### config.mk
export PLATFORM = sky130hd
export DESIGN_NAME = rx_stream_buffer_flat
export DESIGN_NICKNAME = d
export VERILOG_FILES = /design/src/rtl/rx_pkg.sv /design/src/rtl/rx_stream_buffer_if.sv /design/src/rtl/rx_buffer_mem.sv /design/src/rtl/rx_stream_buffer.sv /design/src/flat_wrapper.sv
export SDC_FILE = /design/constraint.sdc
export NUM_CORES = 1
export LEC_CHECK = 0
export BUFFER_PORTS_ARGS = -buffer_cell sky130_fd_sc_hd__buf_2
export CAP_MARGIN = 15
export CORE_MARGIN = 3
export CORE_UTILIZATION = 40
export DETAILED_ROUTE_END_ITERATION = 10
export RECOVER_POWER = 25
export SLEW_MARGIN = 0
export SYNTH_ARGS = -nofsm -noshare
export SYNTH_HDL_FRONTEND = slang
export SYNTH_SLANG_ARGS = --single-unit
### constraint.sdc
create_clock -name clk_i -period 3.1 [get_ports clk_i]
set_input_delay 0.155 -clock clk_i [delete_from_list [all_inputs] [get_ports clk_i]]
set_output_delay 0.155 -clock clk_i [all_outputs]
set_load 0.05 [all_outputs]
### src/rtl/rx_pkg.sv
// ---------------------------------------------------------------------------
// rx_pkg
// Shared types and helpers for the receive stream buffer.
//   rx_state_e  : buffer occupancy state (EMPTY / PARTIAL / FULL).
//                 The 2'b11 encoding is unused and treated as illegal.
//   count_width : width of an occupancy counter able to hold 0..depth.
// ---------------------------------------------------------------------------
package rx_pkg;

    typedef enum logic [1:0] {
        RX_EMPTY   = 2'b00,
        RX_PARTIAL = 2'b01,
        RX_FULL    = 2'b10
    } rx_state_e;

    // Counter must represent the full value DEPTH, hence depth+1.
    function automatic int count_width(input int depth);
        return $clog2(depth + 1);
    endfunction

endpackage

### src/rtl/rx_stream_buffer_if.sv
// ---------------------------------------------------------------------------
// rx_stream_buffer_if
// Bundles the upstream and downstream handshake of rx_stream_buffer.
// Signal names are from the buffer's point of view (_i into, _o out of it).
//   flush_i  : synchronous clear of all buffered words
//   valid_i  / data_i / ready_o : upstream channel
//   valid_o  / data_o / ready_i : downstream channel
//   count_o  : number of buffered words
//
// Handshake: on either channel a word transfers on a rising clock edge
// exactly when valid and ready are both high in the preceding cycle. The
// sender holds valid and data stable until that transfer happens; ready
// may change freely and never depends combinationally on valid.
//
// Modports:
//   slave  : the buffer itself
//   master : the environment (upstream sender plus downstream consumer)
// ---------------------------------------------------------------------------
interface rx_stream_buffer_if
    import rx_pkg::*;
#(
    parameter int WIDTH = 5,
    parameter int DEPTH = 4
);
    localparam int CW = count_width(DEPTH);

    logic             flush_i;
    logic             valid_i;
    logic [WIDTH-1:0] data_i;
    logic             ready_o;
    logic             valid_o;
    logic [WIDTH-1:0] data_o;
    logic             ready_i;
    logic [CW-1:0]    count_o;

    modport slave (
        input  flush_i, valid_i, data_i, ready_i,
        output ready_o, valid_o, data_o, count_o
    );

    modport master (
        output flush_i, valid_i, data_i, ready_i,
        input  ready_o, valid_o, data_o, count_o
    );

endinterface

### src/rtl/rx_buffer_mem.sv
// ---------------------------------------------------------------------------
// rx_buffer_mem
// DEPTH x WIDTH register array, one synchronous write port and one
// asynchronous read port. Contents are intentionally not reset.
//   clk_i   : clock
//   we_i    : write enable
//   waddr_i : write address
//   wdata_i : write data
//   raddr_i : read address
//   rdata_o : read data (combinational from the array)
// ---------------------------------------------------------------------------
module rx_buffer_mem #(
    parameter int WIDTH = 5,
    parameter int DEPTH = 4
) (
    input  logic                     clk_i,
    input  logic                     we_i,
    input  logic [$clog2(DEPTH)-1:0] waddr_i,
    input  logic [WIDTH-1:0]         wdata_i,
    input  logic [$clog2(DEPTH)-1:0] raddr_i,
    output logic [WIDTH-1:0]         rdata_o
);

    logic [WIDTH-1:0] mem_q [DEPTH];

    always_ff @(posedge clk_i) begin
        if (we_i) begin
            mem_q[waddr_i] <= wdata_i;
        end
    end

    assign rdata_o = mem_q[raddr_i];

endmodule

### src/rtl/rx_stream_buffer.sv
// ---------------------------------------------------------------------------
// rx_stream_buffer
// First-word-fall-through receive buffer of DEPTH words of WIDTH bits with
// valid/ready handshake on both sides. Occupancy is tracked by a 3-state
// FSM plus a registered count; full/empty are never derived from pointers.
//   clk_i   : clock, rising edge
//   rst_ni  : asynchronous active-low reset
//   bus     : rx_stream_buffer_if.slave (flush, upstream, downstream, count)
//   state_o : current occupancy state, for observation
// ---------------------------------------------------------------------------
module rx_stream_buffer
    import rx_pkg::*;
#(
    parameter int WIDTH = 5,
    parameter int DEPTH = 4
) (
    input  logic               clk_i,
    input  logic               rst_ni,
    rx_stream_buffer_if.slave  bus,
    output rx_state_e          state_o
);

    localparam int PW = $clog2(DEPTH);
    localparam int CW = count_width(DEPTH);

    rx_state_e        state_q,  state_d;
    logic [PW-1:0]    wr_ptr_q, wr_ptr_d;
    logic [PW-1:0]    rd_ptr_q, rd_ptr_d;
    logic [CW-1:0]    count_q,  count_d;
    logic             ready;
    logic             valid;
    logic             push;
    logic             pop;
    logic [WIDTH-1:0] rd_data;

    // Handshake outputs come from registered state only. The illegal
    // encoding decodes to neither ready nor valid, so no transfer can
    // happen while the FSM recovers to RX_EMPTY.
    always_comb begin
        ready = (state_q == RX_EMPTY)   || (state_q == RX_PARTIAL);
        valid = (state_q == RX_PARTIAL) || (state_q == RX_FULL);
        push  = bus.valid_i & ready & ~bus.flush_i;
        pop   = valid & bus.ready_i & ~bus.flush_i;
    end

    always_comb begin
        state_d  = state_q;
        wr_ptr_d = wr_ptr_q + PW'(push);
        rd_ptr_d = rd_ptr_q + PW'(pop);
        count_d  = count_q + CW'(push) - CW'(pop);

        if (bus.flush_i) begin
            // Flush wins over any handshake; storage keeps stale words.
            state_d  = RX_EMPTY;
            wr_ptr_d = '0;
            rd_ptr_d = '0;
            count_d  = '0;
        end else begin
            unique case (state_q)
                RX_EMPTY: begin
                    if (push) state_d = RX_PARTIAL;
                end
                RX_PARTIAL: begin
                    if (push && !pop && (count_q == CW'(DEPTH - 1))) begin
                        state_d = RX_FULL;
                    end else if (pop && !push && (count_q == CW'(1))) begin
                        state_d = RX_EMPTY;
                    end
                end
                RX_FULL: begin
                    // ready is low here, so only a pop can occur.
                    if (pop) state_d = RX_PARTIAL;
                end
                default: begin
                    state_d  = RX_EMPTY;
                    wr_ptr_d = '0;
                    rd_ptr_d = '0;
                    count_d  = '0;
                end
            endcase
        end
    end

    always_ff @(posedge clk_i or negedge rst_ni) begin
        if (!rst_ni) begin
            state_q  <= RX_EMPTY;
            wr_ptr_q <= '0;
            rd_ptr_q <= '0;
            count_q  <= '0;
        end else begin
            state_q  <= state_d;
            wr_ptr_q <= wr_ptr_d;
            rd_ptr_q <= rd_ptr_d;
            count_q  <= count_d;
        end
    end

    rx_buffer_mem #(
        .WIDTH (WIDTH),
        .DEPTH (DEPTH)
    ) u_mem (
        .clk_i   (clk_i),
        .we_i    (push),
        .waddr_i (wr_ptr_q),
        .wdata_i (bus.data_i),
        .raddr_i (rd_ptr_q),
        .rdata_o (rd_data)
    );

    assign bus.ready_o = ready;
    assign bus.valid_o = valid;
    assign bus.data_o  = rd_data;
    assign bus.count_o = count_q;
    assign state_o     = state_q;

endmodule

### src/flat_wrapper.sv
// flat-port wrapper written by rule: the top's interface ports become plain ports
module rx_stream_buffer_flat import rx_pkg::*;
#(
    parameter int WIDTH = 5,
    parameter int DEPTH = 4
)
  (clk_i, rst_ni, state_o, bus_flush_i, bus_valid_i, bus_data_i, bus_ready_i, bus_ready_o, bus_valid_o, bus_data_o, bus_count_o);
  rx_stream_buffer_if #(.WIDTH(WIDTH), .DEPTH(DEPTH)) bus_i ();
  input  logic clk_i;
  input  logic rst_ni;
  output rx_state_e state_o;
  input wire logic [$bits(bus_i.flush_i)-1:0] bus_flush_i;
  input wire logic [$bits(bus_i.valid_i)-1:0] bus_valid_i;
  input wire logic [$bits(bus_i.data_i)-1:0] bus_data_i;
  input wire logic [$bits(bus_i.ready_i)-1:0] bus_ready_i;
  output wire logic [$bits(bus_i.ready_o)-1:0] bus_ready_o;
  output wire logic [$bits(bus_i.valid_o)-1:0] bus_valid_o;
  output wire logic [$bits(bus_i.data_o)-1:0] bus_data_o;
  output wire logic [$bits(bus_i.count_o)-1:0] bus_count_o;
  assign bus_i.flush_i = bus_flush_i;
  assign bus_i.valid_i = bus_valid_i;
  assign bus_i.data_i = bus_data_i;
  assign bus_i.ready_i = bus_ready_i;
  assign bus_ready_o = bus_i.ready_o;
  assign bus_valid_o = bus_i.valid_o;
  assign bus_data_o = bus_i.data_o;
  assign bus_count_o = bus_i.count_o;
  rx_stream_buffer #(.WIDTH(WIDTH), .DEPTH(DEPTH)) u_core (.clk_i(clk_i), .rst_ni(rst_ni), .bus(bus_i), .state_o(state_o));
endmodule
======== Word-level counts from Yosys, hierarchy flattened ========
Memories as Yosys holds them, arrays and structs flattened.
Index checks and enable logic that the tools add are counted.
Widths: inputs -> output; s select.
word-level totals
  ROM bits ................................ 0
  memories ................................ 1
  register bits ........................... 9
  memory bits (writable) .................. 20
  logic and storage cells ................. 46
  bits in latches ......................... 0
  input bits .............................. 10
cells by class
  order comparisons ....................... 0
  shifts and indexed selects .............. 0
  multiply operators ...................... 0
  muxes and demuxes ....................... 14
  equality and inequality tests ........... 7
  $add $sub $neg .......................... 4
  divide/modulo/power cells ............... 0
  reductions and logical operators ........ 11
  bitwise operators ....................... 5
memory list
  memory              words  bits a word  rd ports  clocked after memory_dff  write ports  RTL line             source
  u_core.u_mem.mem_q  4      5            1         0                         1            rx_buffer_mem.sv:24  logic [WIDTH-1:0] mem_q [DEPTH];
operators by type and width
  cell                count
  $mux 2              9
  $mux 3              2
  $ne 3x2->1 const B  2
  $pmux 2 s3          1
  $add 2x1->2         2
  $and 1x1->1         4
  $logic_and 1x1->1   4
  $ne 4x4->1 const B  1
  $add 3x1->3         1
  $eq 3x1->1 const B  1
  $eq 3x2->1 const B  1
  $reduce_and 3->1    1
  $reduce_or 3->1     1
  $sub 3x1->3         1
  $eq 2x1->1 const B  1
  $eq 2x2->1 const B  1
  $logic_not 1->1     2
  $logic_not 2->1     1
  $logic_or 1x1->1    2
  $mux 1              2
  $not 1->1           1

======== Longest topological paths before layout ========
  word-level depth ........................ 11
  mapped depth ............................ 10
  gate-level depth less buffers ........... 10

======== By module ========
A second synthesis with hierarchy kept.
unflattened totals
  cell total of the unflattened synthesis .. 91
  area, all modules ....................... 1387.6 um^2
modules (own cells, without submodules)
  module            area each (um^2)  cells an instance  times used
  rx_buffer_mem     755.7             30                 1
  rx_stream_buffer  631.9             61                 1

======== Least setup slack after synthesis ========
No wires, ideal clock.
  kind .................................... reg-to-reg
  start point ............................. register u_core.state_q[1] (netlist: u_core.state_o[1])
  end point ............................... register u_core.count_q[2] (netlist: u_core.bus.count_o[2])
  data required time ...................... 3.014 ns
  setup slack ............................. 0.213 ns
  stages on the path, launching flop included .. 11
  arrival time ............................ 2.801 ns
  setup time .............................. 0.086 ns
  cell sequence ........................... dfrtp_1 > inv_1 > ha_1 > and3b_2 > xor2_1 > ha_1 > inv_1 > fa_1 > xor2_1 > xnor2_1 > nor3_1
between the ends
  elaborated cells on any way between the ends .. 14
RTL lines
  what                                      RTL line                source
  start, declared                           rx_stream_buffer.sv:26  rx_state_e state_q, state_d;
  start signal, assigned                    rx_stream_buffer.sv:91  state_q <= state_d;
  $eq 2x1->1 or $eq 2x2->1 (tied branches)  rx_stream_buffer.sv:41  valid = (state_q == RX_PARTIAL) || (state_q == RX_FULL);
  $logic_or 1x1->1 *                        rx_stream_buffer.sv:41
  named net bus_valid_o                     flat_wrapper.sv:17      output wire logic [$bits(bus_i.valid_o)-1:0] bus_valid_o;
  $and 1x1->1 * (2 in series)               rx_stream_buffer.sv:43  pop = valid & bus.ready_i & ~bus.flush_i;
  $sub 3x1->3 *                             rx_stream_buffer.sv:50  count_d = count_q + CW'(push) - CW'(pop);
  $mux 3 *                                  rx_stream_buffer.sv:59  unique case (state_q)
  $mux 3 *                                  rx_stream_buffer.sv:52  if (bus.flush_i) begin
  named net u_core.count_d[2]               rx_stream_buffer.sv:29  logic [CW-1:0] count_q, count_d;
  end signal, assigned                      rx_stream_buffer.sv:94  count_q <= count_d;
  end, declared                             rx_stream_buffer.sv:29
Mark *: on every way through the listed nets, which the timed path passes. The rest lies on a longest branch.
A chain may end at the register's enable or synchronous reset.

======== Worst setup path after layout ========
  start point ............................. register u_core.state_q[1] (netlist: u_core.state_o[1])
  end point ............................... register u_core.count_q[2] (netlist: u_core.bus.count_o[2])
between the ends
  longest elaborated chain between the ends .. 8
  elaborated cells on any way between the ends .. 14
ends and longest elaborated chain
  what                                           RTL line                                                                source
  $eq 2x1->1 or $logic_not 2->1 (tied branches)  rx_stream_buffer.sv:40, rx_stream_buffer.sv:41, rx_stream_buffer.sv:59
  $logic_or 1x1->1                               rx_stream_buffer.sv:40                                                  ready = (state_q == RX_EMPTY) || (state_q == RX_PARTIAL);
  $and 1x1->1 (2 in series)                      rx_stream_buffer.sv:42                                                  push = bus.valid_i & ready & ~bus.flush_i;
  $add 3x1->3                                    rx_stream_buffer.sv:50
  $sub 3x1->3                                    rx_stream_buffer.sv:50
  $mux 3 *                                       rx_stream_buffer.sv:59
  $mux 3 *                                       rx_stream_buffer.sv:52
  named net u_core.count_d[2]                    rx_stream_buffer.sv:29
Marks and branches as above.

==> results.toml <==
[logic_synthesis]
yosysTopAreaCellShare_pct = 45.1
synth_adder_area_share_pct = 8.08
synth_area_leader_cell = "edfxtp_1"
ys.flop_type = "edfxtp_1"
ys_ff_latch = 29
syn_nets = 103
syn-cell-area_um2 = 1330
synth_top_family_by_area = "simple AND/OR/NAND/NOR gates"
synth.distinct_cells = 29
synth_area_leaders = "edfxtp_1 45%, dfrtp_1 17%, mux4_2 8.5%"
synth_compound_area_share_pct = 3.20
syn_avg_cell_area_um2 = 15.7
synth_xor_xnor_area_share_pct = 3.29
synth_edf_count = 20
async_flop_share_pct = 31.0
synth_mux_area_share_pct = 9.21
yosysWarningCount = 0
synth_seq_area_share_pct = 62.0
netlist_instances = 85
synth-simple-area-share_pct = 11.3

[floorplanning]
start_util_pct = 42.9
num_io_pins = 22
die_w_um = 63.7
row_count = 20
die_h_um = 63.7
die-area_um2 = 4060
coreArea_um2 = 3100

[global_routing]
antenna_found_initial = 0
grt_pass1_vias = 819
gr-usage-all-layers_pct = 12.9
grt_pass1_wl_um = 3940
overflow = 0
grt_max_degree = 11

[finish]
antenna_cells = 0
nets = 130
drive_gt1_share_pct = 26.5
design_area_um2 = 1530
syn_to_final_growth_pct = 15.0
final_cell_mix = "20 x edfxtp_1, 16 x buf_2, 9 x dfrtp_1"
final_common_cell = "edfxtp_1"
n_fill_cell = 304

[run_status]
status = "finished clean"

[detailed_routing]
wl_per_cell_um = 14.8
drt_wl_total_um = 2330
vias = 766
via_per_inst = 4.88
drt_first_pass_iters = 4
drtAntennaViolNets = 0
drc = 0
drt_iter0_drc = 29

[placement]
dp_hpwl_um = 1700
dp_slack_ns = 0.703
placed_area_um2 = 1480
io_buffers = 21
place.gp.congestion = 0.790

[hold_path]
min-delay-start = "bus_data_i[0]"
hp-class = "in2reg"
whs_endpoint = "u_core.u_mem.mem_q[3][0]"
holdPathStages = 1

[sta]
hold_viol = 0
worstMarginPinSlew_ns = 0.545
setup_viol = 0
fmax_mhz = 412
relSlewSlack_pct = 63.4
timing.hold.ws_ns = 0.121
slew_viol_final = 0
fin_ws_ns = 0.672
timing.final.crit_share_pct = 78.3
rsz0062_at_grt = "no"
min_period_ns = 2.43
finalClockSkew_ns = 0.00737
setup_tns_ns = 0

[critical_path]
r2r_slack_ns = 0.67
worstSetupStartpointType = "flip-flop"
worstPathRequired_ns = 3.33
cp-end-kind = "flip-flop"
critPathMaxFanout = 6
path_cells = "inv_1, ha_1, nor2_1, nor3_1, ha_1, inv_1, fa_1, xor2_1, xnor2_1, nor3_1"
r2r-start = "u_core.state_o[1]"
path_class = "reg2reg"
cp_slowest_cell = "nor3_1"
reg2reg_depth = 10
rr_endpoint = "u_core.bus.count_o[2]"
arrival_ns = 2.65
critPathMaxStageDelay_ns = 0.43

[power]
ir_worst_vdd_uv = 410
p_leak_nw = 0.617
pwr_density_cell_nw_per_um2 = 664

[cts]
cts.sink_count = 29
cts_tree = "done"
cts_max_path_buffers = 2
cts_buffers = 5
root_buffer = "clkbuf_4"
worstSkewPairLatency_ns = 0.30
clk_pin_slew_ns = 0.09
cts_resized = 0
htreeDepth = 2

[flow_run]
maxCapViolations = 0
[worst max-delay path: cells and delay by family (launching register included)]
kind / cells / cell delay [ns]
XOR/XNOR: 2 / 0.28
flip-flops: 1 / 0.42
adder cells (fa/ha/maj): 3 / 0.84
AND/OR/NAND/NOR: 3 / 0.66
buffers and inverters: 2 / 0.16
[synth_stat cells (2+ instances only)]
master / n
and2_1: 3
dfrtp_1: 9
edfxtp_1: 20
ha_1: 7
inv_1: 5
mux4_2: 5
nand2_1: 2
nand4_1: 2
nor2_1: 4
nor3_1: 6
xnor2_1: 3
xor2_1: 2
[worst max path at each step]
stage / startpoint / to / slack, ns / cells past startpoint
2_1_floorplan: u_core.state_o[1] / u_core.bus.count_o[2] / 0.21 / 10
4_1_cts: u_core.state_o[1] / u_core.bus.count_o[2] / 0.68 / 10
6_report: u_core.state_o[1] / u_core.bus.count_o[2] / 0.67 / 10
3_5_place_dp: u_core.state_o[1] / u_core.bus.count_o[2] / 0.70 / 10
5_1_grt: u_core.state_o[1] / u_core.bus.count_o[2] / 0.48 / 10
3_3_place_gp: u_core.state_o[1] / u_core.bus.count_o[2] / 0.77 / 10
[layer usage]
metal	wire length [um]	vias to the layer above	global-route usage, %
met1	1060	373	16.1
met3	149	0	5.53
met4	0	0	4.85
met2	1120	22	19.7
li1	-	371	-
met5	0	-	0
[cells by family (layout without fill, tap and decap cells)]
| group | Yosys count | count (layout) |
|---|---|---|
| DFF | 29 | 29 |
| adders and majority gates | 8 | 8 |
| buffers and inverters | 8 | 36 |
| AOI/OAI and AO/OA | 4 | 4 |
| and+or+nand+nor | 25 | 25 |
| xor gates and xnor gates | 5 | 5 |
| muxes | 6 | 6 |
[stage by stage]
| step | total power, mW | util (%) | instances |
|---|---|---|---|
| after floorplan | 0.749 | - | 85 |
| after global placement | 0.821 | 47.7 | 148 |
| after detailed placement | 0.824 | 47.7 | 148 |
| after CTS | 1.03 | 49.6 | 157 |
| after global routing | 1.08 | 49.4 | 157 |
| final | 1.02 | 49.4 | 157 |
[flip-flops by register name, summed over array words and instances, names as in the netlist]
| name | cells |
|---|---|
| u_core.bus.count_o | 3 |
| u_core.rd_ptr_q | 2 |
| u_core.state_o | 2 |
| u_core.u_mem.mem_q | 20 |
| u_core.wr_ptr_q | 2 |
[power breakdown]
group          switching (mW)  internal (mW)  total, mW
clock network           0.115         0.0871      0.202
logic                   0.229          0.106      0.335
registers              0.0335          0.446      0.480
total                   0.377          0.640       1.02
[layout make-up]
class | count | area (um2) | area share (%)
clock buffers | 7 | 45.0 | 2.94
clock inverters | 1 | 3.75 | 0.245
inverters | 5 | 18.8 | 1.23
multi-input cells | 48 | 467 | 30.5
flip-flops and latches | 29 | 826 | 53.9
well taps | 44 | 55.1 | 3.59
repair buffers | 23 | 116 | 7.60
[what timing repair did]
action	4_1_cts	5_1_grt
hold endpoints to repair	9	0
buffers inserted	0	0
hold buffers	1	0
(Power assumes the default switching activity.)
